## src/rtl/sdram_page_scheduler.sv

```systemverilog
// Chooses the next full-page SDRAM transfer and its page, keeping the SDRAM as a circular page
// buffer. Define SDRAM_SCHED_STATS_EN to add the page counters and the sticky overflow_err flag.
module sdram_page_scheduler #(
    parameter int unsigned PAGE_WORDS  = 512,
    parameter int unsigned FIFO_CNT_W  = 10,
    parameter int unsigned PAGE_ADDR_W = 15
) (
    input  logic                   clk,
    input  logic                   reset_n,
    input  logic                   en_write,
    input  logic                   en_read,
    input  logic [FIFO_CNT_W-1:0]  wr_fifo_count,
    input  logic [FIFO_CNT_W-1:0]  rd_fifo_free,
    output logic                   cmd_valid,
    input  logic                   cmd_ready,
    output logic                   cmd_write,
    output logic [PAGE_ADDR_W-1:0] cmd_page,
    input  logic                   cmd_done,
    output logic [PAGE_ADDR_W:0]   pages_stored,
    output logic                   buf_full,
    output logic                   buf_empty,
    output logic                   busy
`ifdef SDRAM_SCHED_STATS_EN
    ,
    output logic [31:0]            stat_wr_pages,
    output logic [31:0]            stat_rd_pages,
    output logic                   overflow_err
`endif
);

    localparam logic [FIFO_CNT_W:0]  THRESH = (FIFO_CNT_W + 1)'(PAGE_WORDS);
    localparam logic [PAGE_ADDR_W:0] DEPTH  = {1'b1, {PAGE_ADDR_W{1'b0}}};

    typedef enum logic [1:0] {StIdle, StIssue, StWaitDone} state_e;

    state_e                 state_q;
    logic                   en_write_q, en_read_q;
    logic [FIFO_CNT_W-1:0]  wr_cnt_q, rd_free_q;
    logic [PAGE_ADDR_W-1:0] wr_ptr_q, rd_ptr_q;
    logic                   last_wr_q;

    logic wr_want, wr_elig, rd_elig, pick_write;

    always_comb begin
        wr_want    = en_write_q && ({1'b0, wr_cnt_q} >= THRESH);
        wr_elig    = wr_want && !buf_full;
        rd_elig    = en_read_q && ({1'b0, rd_free_q} >= THRESH) && !buf_empty;
        // Round-robin: a write wins unless a read is also eligible and a write was served last.
        pick_write = wr_elig && (!rd_elig || !last_wr_q);
    end

    assign buf_full  = (pages_stored == DEPTH);
    assign buf_empty = (pages_stored == '0);
    assign busy      = (state_q != StIdle);

    always_ff @(posedge clk or negedge reset_n) begin
        if (!reset_n) begin
            state_q       <= StIdle;
            en_write_q    <= 1'b0;
            en_read_q     <= 1'b0;
            wr_cnt_q      <= '0;
            rd_free_q     <= '0;
            wr_ptr_q      <= '0;
            rd_ptr_q      <= '0;
            last_wr_q     <= 1'b0;
            cmd_valid     <= 1'b0;
            cmd_write     <= 1'b0;
            cmd_page      <= '0;
            pages_stored  <= '0;
`ifdef SDRAM_SCHED_STATS_EN
            stat_wr_pages <= '0;
            stat_rd_pages <= '0;
            overflow_err  <= 1'b0;
`endif
        end else begin
            en_write_q <= en_write;
            en_read_q  <= en_read;
            wr_cnt_q   <= wr_fifo_count;
            rd_free_q  <= rd_fifo_free;
`ifdef SDRAM_SCHED_STATS_EN
            if (wr_want && buf_full) overflow_err <= 1'b1;
`endif
            case (state_q)
                StIdle: begin
                    if (wr_elig || rd_elig) begin
                        state_q   <= StIssue;
                        cmd_valid <= 1'b1;
                        cmd_write <= pick_write;
                        cmd_page  <= pick_write ? wr_ptr_q : rd_ptr_q;
                    end
                end
                StIssue: begin
                    if (cmd_ready) begin
                        state_q   <= StWaitDone;
                        cmd_valid <= 1'b0;
                    end
                end
                StWaitDone: begin
                    if (cmd_done) begin
                        state_q   <= StIdle;
                        last_wr_q <= cmd_write;
                        if (cmd_write) begin
                            wr_ptr_q      <= wr_ptr_q + 1'b1;
                            pages_stored  <= pages_stored + 1'b1;
`ifdef SDRAM_SCHED_STATS_EN
                            stat_wr_pages <= stat_wr_pages + 32'd1;
`endif
                        end else begin
                            rd_ptr_q      <= rd_ptr_q + 1'b1;
                            pages_stored  <= pages_stored - 1'b1;
`ifdef SDRAM_SCHED_STATS_EN
                            stat_rd_pages <= stat_rd_pages + 32'd1;
`endif
                        end
                    end
                end
                default: begin
                    state_q   <= StIdle;
                    cmd_valid <= 1'b0;
                end
            endcase
        end
    end

endmodule

```

## config.mk

```make
export PLATFORM = sky130hd
export DESIGN_NAME = sdram_page_scheduler
export DESIGN_NICKNAME = d
export VERILOG_FILES = /design/src/rtl/sdram_page_scheduler.sv
export SDC_FILE = /design/constraint.sdc
export NUM_CORES = 1
export LEC_CHECK = 0
export ABC_AREA = 0
export CAP_MARGIN = 40
export CORE_MARGIN = 8
export CORE_UTILIZATION = 45
export DETAILED_ROUTE_END_ITERATION = 10
export HOLD_SLACK_MARGIN = 0.05
export PLACE_DENSITY = 0.69
export SYNTH_ARGS = -nofsm -noshare
export SYNTH_HDL_FRONTEND = slang
export SYNTH_SLANG_ARGS = --single-unit
```

## constraint.sdc

```tcl
create_clock -name clk -period 4 [get_ports clk]
set_input_delay 0.4 -clock clk [delete_from_list [all_inputs] [get_ports clk]]
set_output_delay 0.4 -clock clk [all_outputs]
set_load 0.1 [all_outputs]
```

==> results of run 1 <==
==> layout by cell type, fill, tap and decap left out, drive strengths merged, types with 2 or more instances in the layout <==
cell type | synthesis | layout
and2 | 2 | 2
xor2 | 20 | 20
mux2 | 3 | 3
nand3 | 7 | 7
clkdlybuf4s50 | 0 | 41
a211o | 3 | 3
o21a | 6 | 6
dfrtp | 70 | 70
clkbuf | 6 | 12
nand4 | 13 | 13
ha | 16 | 16
nor2 | 27 | 27
o22ai | 2 | 2
nand2 | 30 | 30
nor4 | 3 | 3
and3 | 2 | 2
mux2i | 15 | 15
xnor2 | 22 | 22
inv | 2 | 2
clkinv | 0 | 3
buf | 1 | 42
nor3 | 9 | 9
o21bai | 4 | 4
and4 | 2 | 2
or2 | 3 | 3
a31oi | 4 | 4
a21oi | 23 | 23
o21ai | 18 | 18
a211oi | 2 | 2
or4 | 3 | 3
a21o | 10 | 10
or3 | 2 | 2
==> sequential cells by signal (all words and copies together), names as in the netlist <==
| name | flops |
|---|---|
| wr_cnt_q | 1 |
| wr_ptr_q | 15 |
| en_read_q | 1 |
| last_wr_q | 1 |
| state_q | 2 |
| cmd_page | 15 |
| rd_ptr_q | 15 |
| cmd_write | 1 |
| cmd_valid | 1 |
| pages_stored | 16 |
| en_write_q | 1 |
| rd_free_q | 1 |
==> per-layer routing <==
layer	GRT usage, %	share of wire [%]	up-vias
met4	7.74	2.3	0
met2	26.2	50	56
met5	0	0	-
li1	-	-	1400
met3	3.21	3.4	14
met1	19.1	45	1385
==> cells by family after synthesis <==
logic type | share of synthesized area, %
AO/OA/AOI/OAI | 14.5
flip-flops | 48.1
buffers and inverters | 1.37
AND/OR/NAND/NOR | 14.8
adder cells (fa/ha/maj) | 6.05
XOR/XNOR | 10.1
multiplexers | 5.05
==> stage by stage <==
stage	instance area [um2]	setup slack (ns)	hold WS, ns	std cells
5_1_grt	4990	0.939	0.488	538
2_1_floorplan	3640	0.400	0.104	340
3_5_place_dp	4780	1.14	0.317	521
4_1_cts	4990	1.11	0.471	538
3_3_place_gp	4190	1.16	0.455	484
6_report	4990	1.13	0.474	538
==> synthesized netlist by cell type, drive strengths merged, types with 3 or more instances <==
cell type,number
mux2i,15
nand4,13
a211o,3
o21ai,18
nor2,27
nand3,7
a21o,10
nand2,30
mux2,3
xnor2,22
nor3,9
ha,16
o21bai,4
dfrtp,70
nor4,3
xor2,20
a31oi,4
clkbuf,6
or4,3
or2,3
o21a,6
a21oi,23
==> path summary, 6_finish.rpt <==
kind | cells past startpoint | endpoint | slack [ns] | start
max in group asynchronous | 3 | pages_stored[11]$_DFFE_PN0P_ | 2.85 | reset_n
hold / removal | 2 | pages_stored[0]$_DFFE_PN0P_ | 0.47 | reset_n
hold reg to reg | 1 | cmd_valid$_DFFE_PN0P_ | 0.48 | cmd_valid$_DFFE_PN0P_
setup / recovery | 8 | pages_stored[10]$_DFFE_PN0P_ | 1.13 | cmd_write$_DFFE_PN0P_
min in group clk | 1 | cmd_valid$_DFFE_PN0P_ | 0.48 | cmd_valid$_DFFE_PN0P_
setup reg to reg | 8 | pages_stored[10]$_DFFE_PN0P_ | 1.13 | cmd_write$_DFFE_PN0P_
==> layout make-up <==
class	count	area share, %
timing repair buffer	84	21.1
sequential	70	35.1
multi-input combinational	261	37.0
tap	105	2.63
inverter	2	0.150
clock inverter	4	0.902
clock buffer	12	3.11
==> repair_timing <==
item / CTS / global route
hold buffers: 1 / 0
setup buffers: 0 / 0
endpoints found under the hold margin: 9 / 0
==> impl_metrics.yaml, run 1 <==
run_status:
  status: "finished clean"
drt:
  routed_via_density: 5.31
  totalWireLength_mm: 8.12
  drc: 0
  drt_iter0_drc: 70
  vias: 2855
  drtAntennaViolNets: 0
  first_pass_iters: 4
  avgRoutedWirePerCell_um: 15.1
critical_path:
  critical_path_arrival_ns: 3.12
  slowest_stage: "inv_1"
  path_delay_family: "compound AO/OA/AOI/OAI gates"
  crit_required_ns: 4.25
  cp_common_cell: "o21a_1"
  cp_cell_sequence: "inv_1 > ha_1 > a211oi_1 > nor3_1 > a311o_1 > o21a_1 > o21a_1 > o31ai_1"
  crit_path_start_kind: "flip-flop"
  crit_buf_inv: 1
  slowest_delay_ns: 0.53
  endpoint_kind: "flip-flop"
  timing.critical_path.fanout_max: 17
  path_class: "flip-flop to flip-flop"
yosys:
  netlist.area_leader.share_pct: 48.1
  synth-seq-area-share_pct: 48.1
  synth-warning-count: 0
  synth_area_leaders: "dfrtp_1 48%, ha_1 5.5%, xnor2_1 5.3%"
  syn_avg_cell_area_um2: 10.7
  synth-seq-cells: 70
  syn_area_um2: 3640
  synthCells: 340
  synth_fp_nets: 383
  synth.distinct_cells: 47
  synthFlopType: "dfrtp_1"
  yosysTopAreaCell: "dfrtp_1"
  async_flop_share_pct: 100
  synth-edff-count: 0
timing:
  period_minus_slack_ns: 2.87
  slew_headroom_pct: 45.9
  setup_tns_ns: 0
  rsz0062_at_grt: "false"
  hold_viol: 0
  slew_violations: 0
  worst_pin_slew_ns: 0.809
  final-setup-viol-count: 0
  final.setup_skew_ns: 0.0112
  fmax_mhz: 349
  finalCritPeriodShare_pct: 71.6
cells_and_area:
  fin_util_pct: 62.4
  register_area_um2: 1750
  diodes: 0
  fillers: 632
  multi_input_area_um2: 1850
  final_nets: 471
  synthToLayoutAreaGrowth_pct: 37.2
  layout-drive-gt1-share_pct: 16.9
cts:
  clk_pin_slew_ns: 0.08
  clockRootBuffer: "clkbuf_8"
  cts_resized: 0
  clock_sinks: 70
  clock_path_buffers: 2
  cts.htree.levels: 3
  cts_tree: "built"
  insertion_delay_ns: 0.35
  cts_made_buffers: 9
place:
  gp_congestion: 0.825
  dp_hpwl_mm: 6.02
  io_buffer_count: 43
floorplanning:
  die_x_um: 106
  die_area_um2: 11200
  die_y_um: 106
  start_util_pct: 45.5
  core_um2: 8010
  ios: 62
  rows: 33
grt:
  grt_antenna_before_repair: 0
  grt_max_degree: 34
  grt_remaining_overflow: 0
  grt_pass1_vias: 3013
  grt_pass1_wl_mm: 14.4
  grtUsageTotal_pct: 15.8
flow_run:
  maxCapViolations: 0
worst_hold_path:
  worstHoldPathType: "primary input to async pin"
Power of run 1 is not shown: default switching activity piles up to over one toggle a cycle in this logic, so the estimate is an artifact.
==> inputs of run 2 (changes only) <==
==> constraint.sdc (replaced) <==
create_clock -name clk -period 2.9 [get_ports clk]
set_input_delay 0.29 -clock clk [delete_from_list [all_inputs] [get_ports clk]]
set_output_delay 0.29 -clock clk [all_outputs]
set_load 0.1 [all_outputs]
==> run 2 against run 1 <==
- critical path depth is the same
- critical path type unchanged
- non-clock buffer count shrank 28
- clock skew shrank 0.0024 ns
- sequential share of layout area grew 5.4 points
- register-to-register slack lost 0.90 ns
- cell area shrank 13%
- first-iteration DRC count shrank 4.3%
- setup slack lost 0.90 ns
==> impl_metrics.yaml, run 2 (synthesis gave the netlist of run 1 again) <==
cells_and_area:
  final_common_cell: "dfrtp_1"
  fillers: 720
  diodes: 0
  regMostFlops: "pages_stored"
  synthToLayoutAreaGrowth_pct: 19.3
  layout-drive-gt1-share_pct: 19.8
  multi_input_area_um2: 1860
  final_nets: 443
  largest_register_ffs: 16
  register_area_um2: 1760
  final_cell_mix: "69 x dfrtp_1, 48 x buf_4, 30 x nand2_1"
timing:
  final-setup-viol-count: 0
  slew_headroom_pct: 56.2
  hold_viol: 0
  finalCritPeriodShare_pct: 91.9
  slew_violations: 0
  worst_pin_slew_ns: 0.657
  final.setup_skew_ns: 0.00879
  fmax_mhz: 375
  rsz0062_at_grt: "false"
  setup_tns_ns: 0
  period_minus_slack_ns: 2.67
cts:
  insertion_delay_ns: 0.33
  cts_made_buffers: 9
  cts_tree: "built"
  clock_sinks: 70
  cts.htree.levels: 3
  clockRootBuffer: "clkbuf_8"
  clk_pin_slew_ns: 0.08
  clock_path_buffers: 2
place:
  io_buffer_count: 43
  gp_congestion: 0.824
  dp_hpwl_mm: 5.69
critical_path:
  timing.rr.end: "pages_stored[10]$_DFFE_PN0P_"
  timing.rr.start: "cmd_write$_DFFE_PN0P_"
  rrSetupSlack_ns: 0.23
  critPathLaunch: "cmd_write$_DFFE_PN0P_"
  path_delay_family: "compound AO/OA/AOI/OAI gates"
  critical_path_arrival_ns: 2.91
  timing.critical_path.fanout_max: 10
  reg2regPathDepth: 8
  crit_required_ns: 3.14
  path_class: "flip-flop to flip-flop"
  endpoint_kind: "flip-flop"
  crit_buf_inv: 1
  critPathCapture: "pages_stored[10]$_DFFE_PN0P_"
  crit_path_start_kind: "flip-flop"
  slowest_delay_ns: 0.53
  cp_common_cell: "o21a_1"
  cp.depth: 8
  slowest_stage: "fa_1"
  cp_cell_sequence: "clkinvlp_4 > fa_1 > a211oi_1 > nor3_1 > a311o_1 > o21a_1 > o21a_1 > o31ai_1"
drt:
  top_layer_used: "met4"
  drc: 0
  wl_met1_mm: 3.53
  drt_iter0_drc: 67
  totalWireLength_mm: 7.72
  routed_via_density: 5.48
  wl_met2_mm: 3.79
  first_pass_iters: 4
  vias: 2790
  dr_wl_met3_um: 233
  drtAntennaViolNets: 0
  avgRoutedWirePerCell_um: 15.2
floorplanning:
  die_x_um: 106
  rows: 33
  core_um2: 8010
  start_util_pct: 45.5
  die_area_um2: 11200
  ios: 62
  die_y_um: 106
grt:
  grt_max_degree: 35
  grt_pass1_wl_mm: 13.3
  grtUsageTotal_pct: 14.3
  grt_remaining_overflow: 0
  grt_antenna_before_repair: 0
  grt_pass1_vias: 2866
run_status:
  status: "finished clean"
worst_hold_path:
  worstHoldPathType: "primary input to flip-flop"
flow_run:
  maxCapViolations: 0
## run 2: cell count changes in the layout (fill, tap and decap cells not counted), moves of 3 or more
cell,previous run,this run
buf_16,3,0
buf_4,4,48
buf_8,33,0
clkbuf_1,1,4
clkdlybuf4s50_1,41,6
## run 2: final cells by class
| type | count | share of cell area (%) |
|---|---|---|
| Multi-Input combinational cell | 261 | 42.8 |
| Sequential cell | 70 | 40.4 |
| Timing Repair Buffer | 56 | 10.0 |
| Clock buffer | 13 | 3.20 |
| Tap cell | 105 | 3.03 |
| Inverter | 2 | 0.259 |
| Clock inverter | 2 | 0.230 |
## run 2: repair_timing
| item | in CTS | in global routing |
|---|---|---|
| setup buffers | 0 | 4 |
| hold endpoints to repair | 25 | 0 |
| setup endpoints to repair | 0 | 1 |
| hold buffers | 1 | 0 |
| resized for setup | 0 | 1 |
## run 2: worst min-delay path by stage
stage / from / depth (start not counted) / end / slack, ns
floorplan: reset_n / 0 / cmd_page[0]$_DFFE_PN0P_ / -0.006
global placement: reset_n / 1 / pages_stored[1]$_DFFE_PN0P_ / 0.36
detailed placement: reset_n / 1 / pages_stored[1]$_DFFE_PN0P_ / 0.36
CTS: wr_fifo_count[9] / 1 / wr_cnt_q[9]$_DFF_PN0_ / 0.38
global route: wr_fifo_count[9] / 1 / wr_cnt_q[9]$_DFF_PN0_ / 0.39
finish: en_read / 1 / en_read_q$_DFF_PN0_ / 0.40
## run 2: layer usage
metal  GRT usage, %  vias to the layer above
li1               -                     1343
met3           2.78                       12
met1           17.7                     1388
met2           23.8                       47
met5              0                        -
met4           6.53                        0
## run 2: per-stage QoR
step | hold WS (ns) | cell area, um2 | utilization, % | worst slack [ns] | std cells
detailed placement | 0.363 | 4150 | 51.8 | 0.212 | 489
global placement | 0.358 | 4150 | 51.8 | 0.231 | 489
floorplan | -0.00559 | 3650 | - | 0.137 | 340
global route | 0.392 | 4340 | 54.2 | 0.0262 | 509
finish | 0.398 | 4340 | 54.2 | 0.234 | 509
CTS | 0.383 | 4310 | 53.8 | 0.190 | 505
Power of run 2 is left out for the same reason.
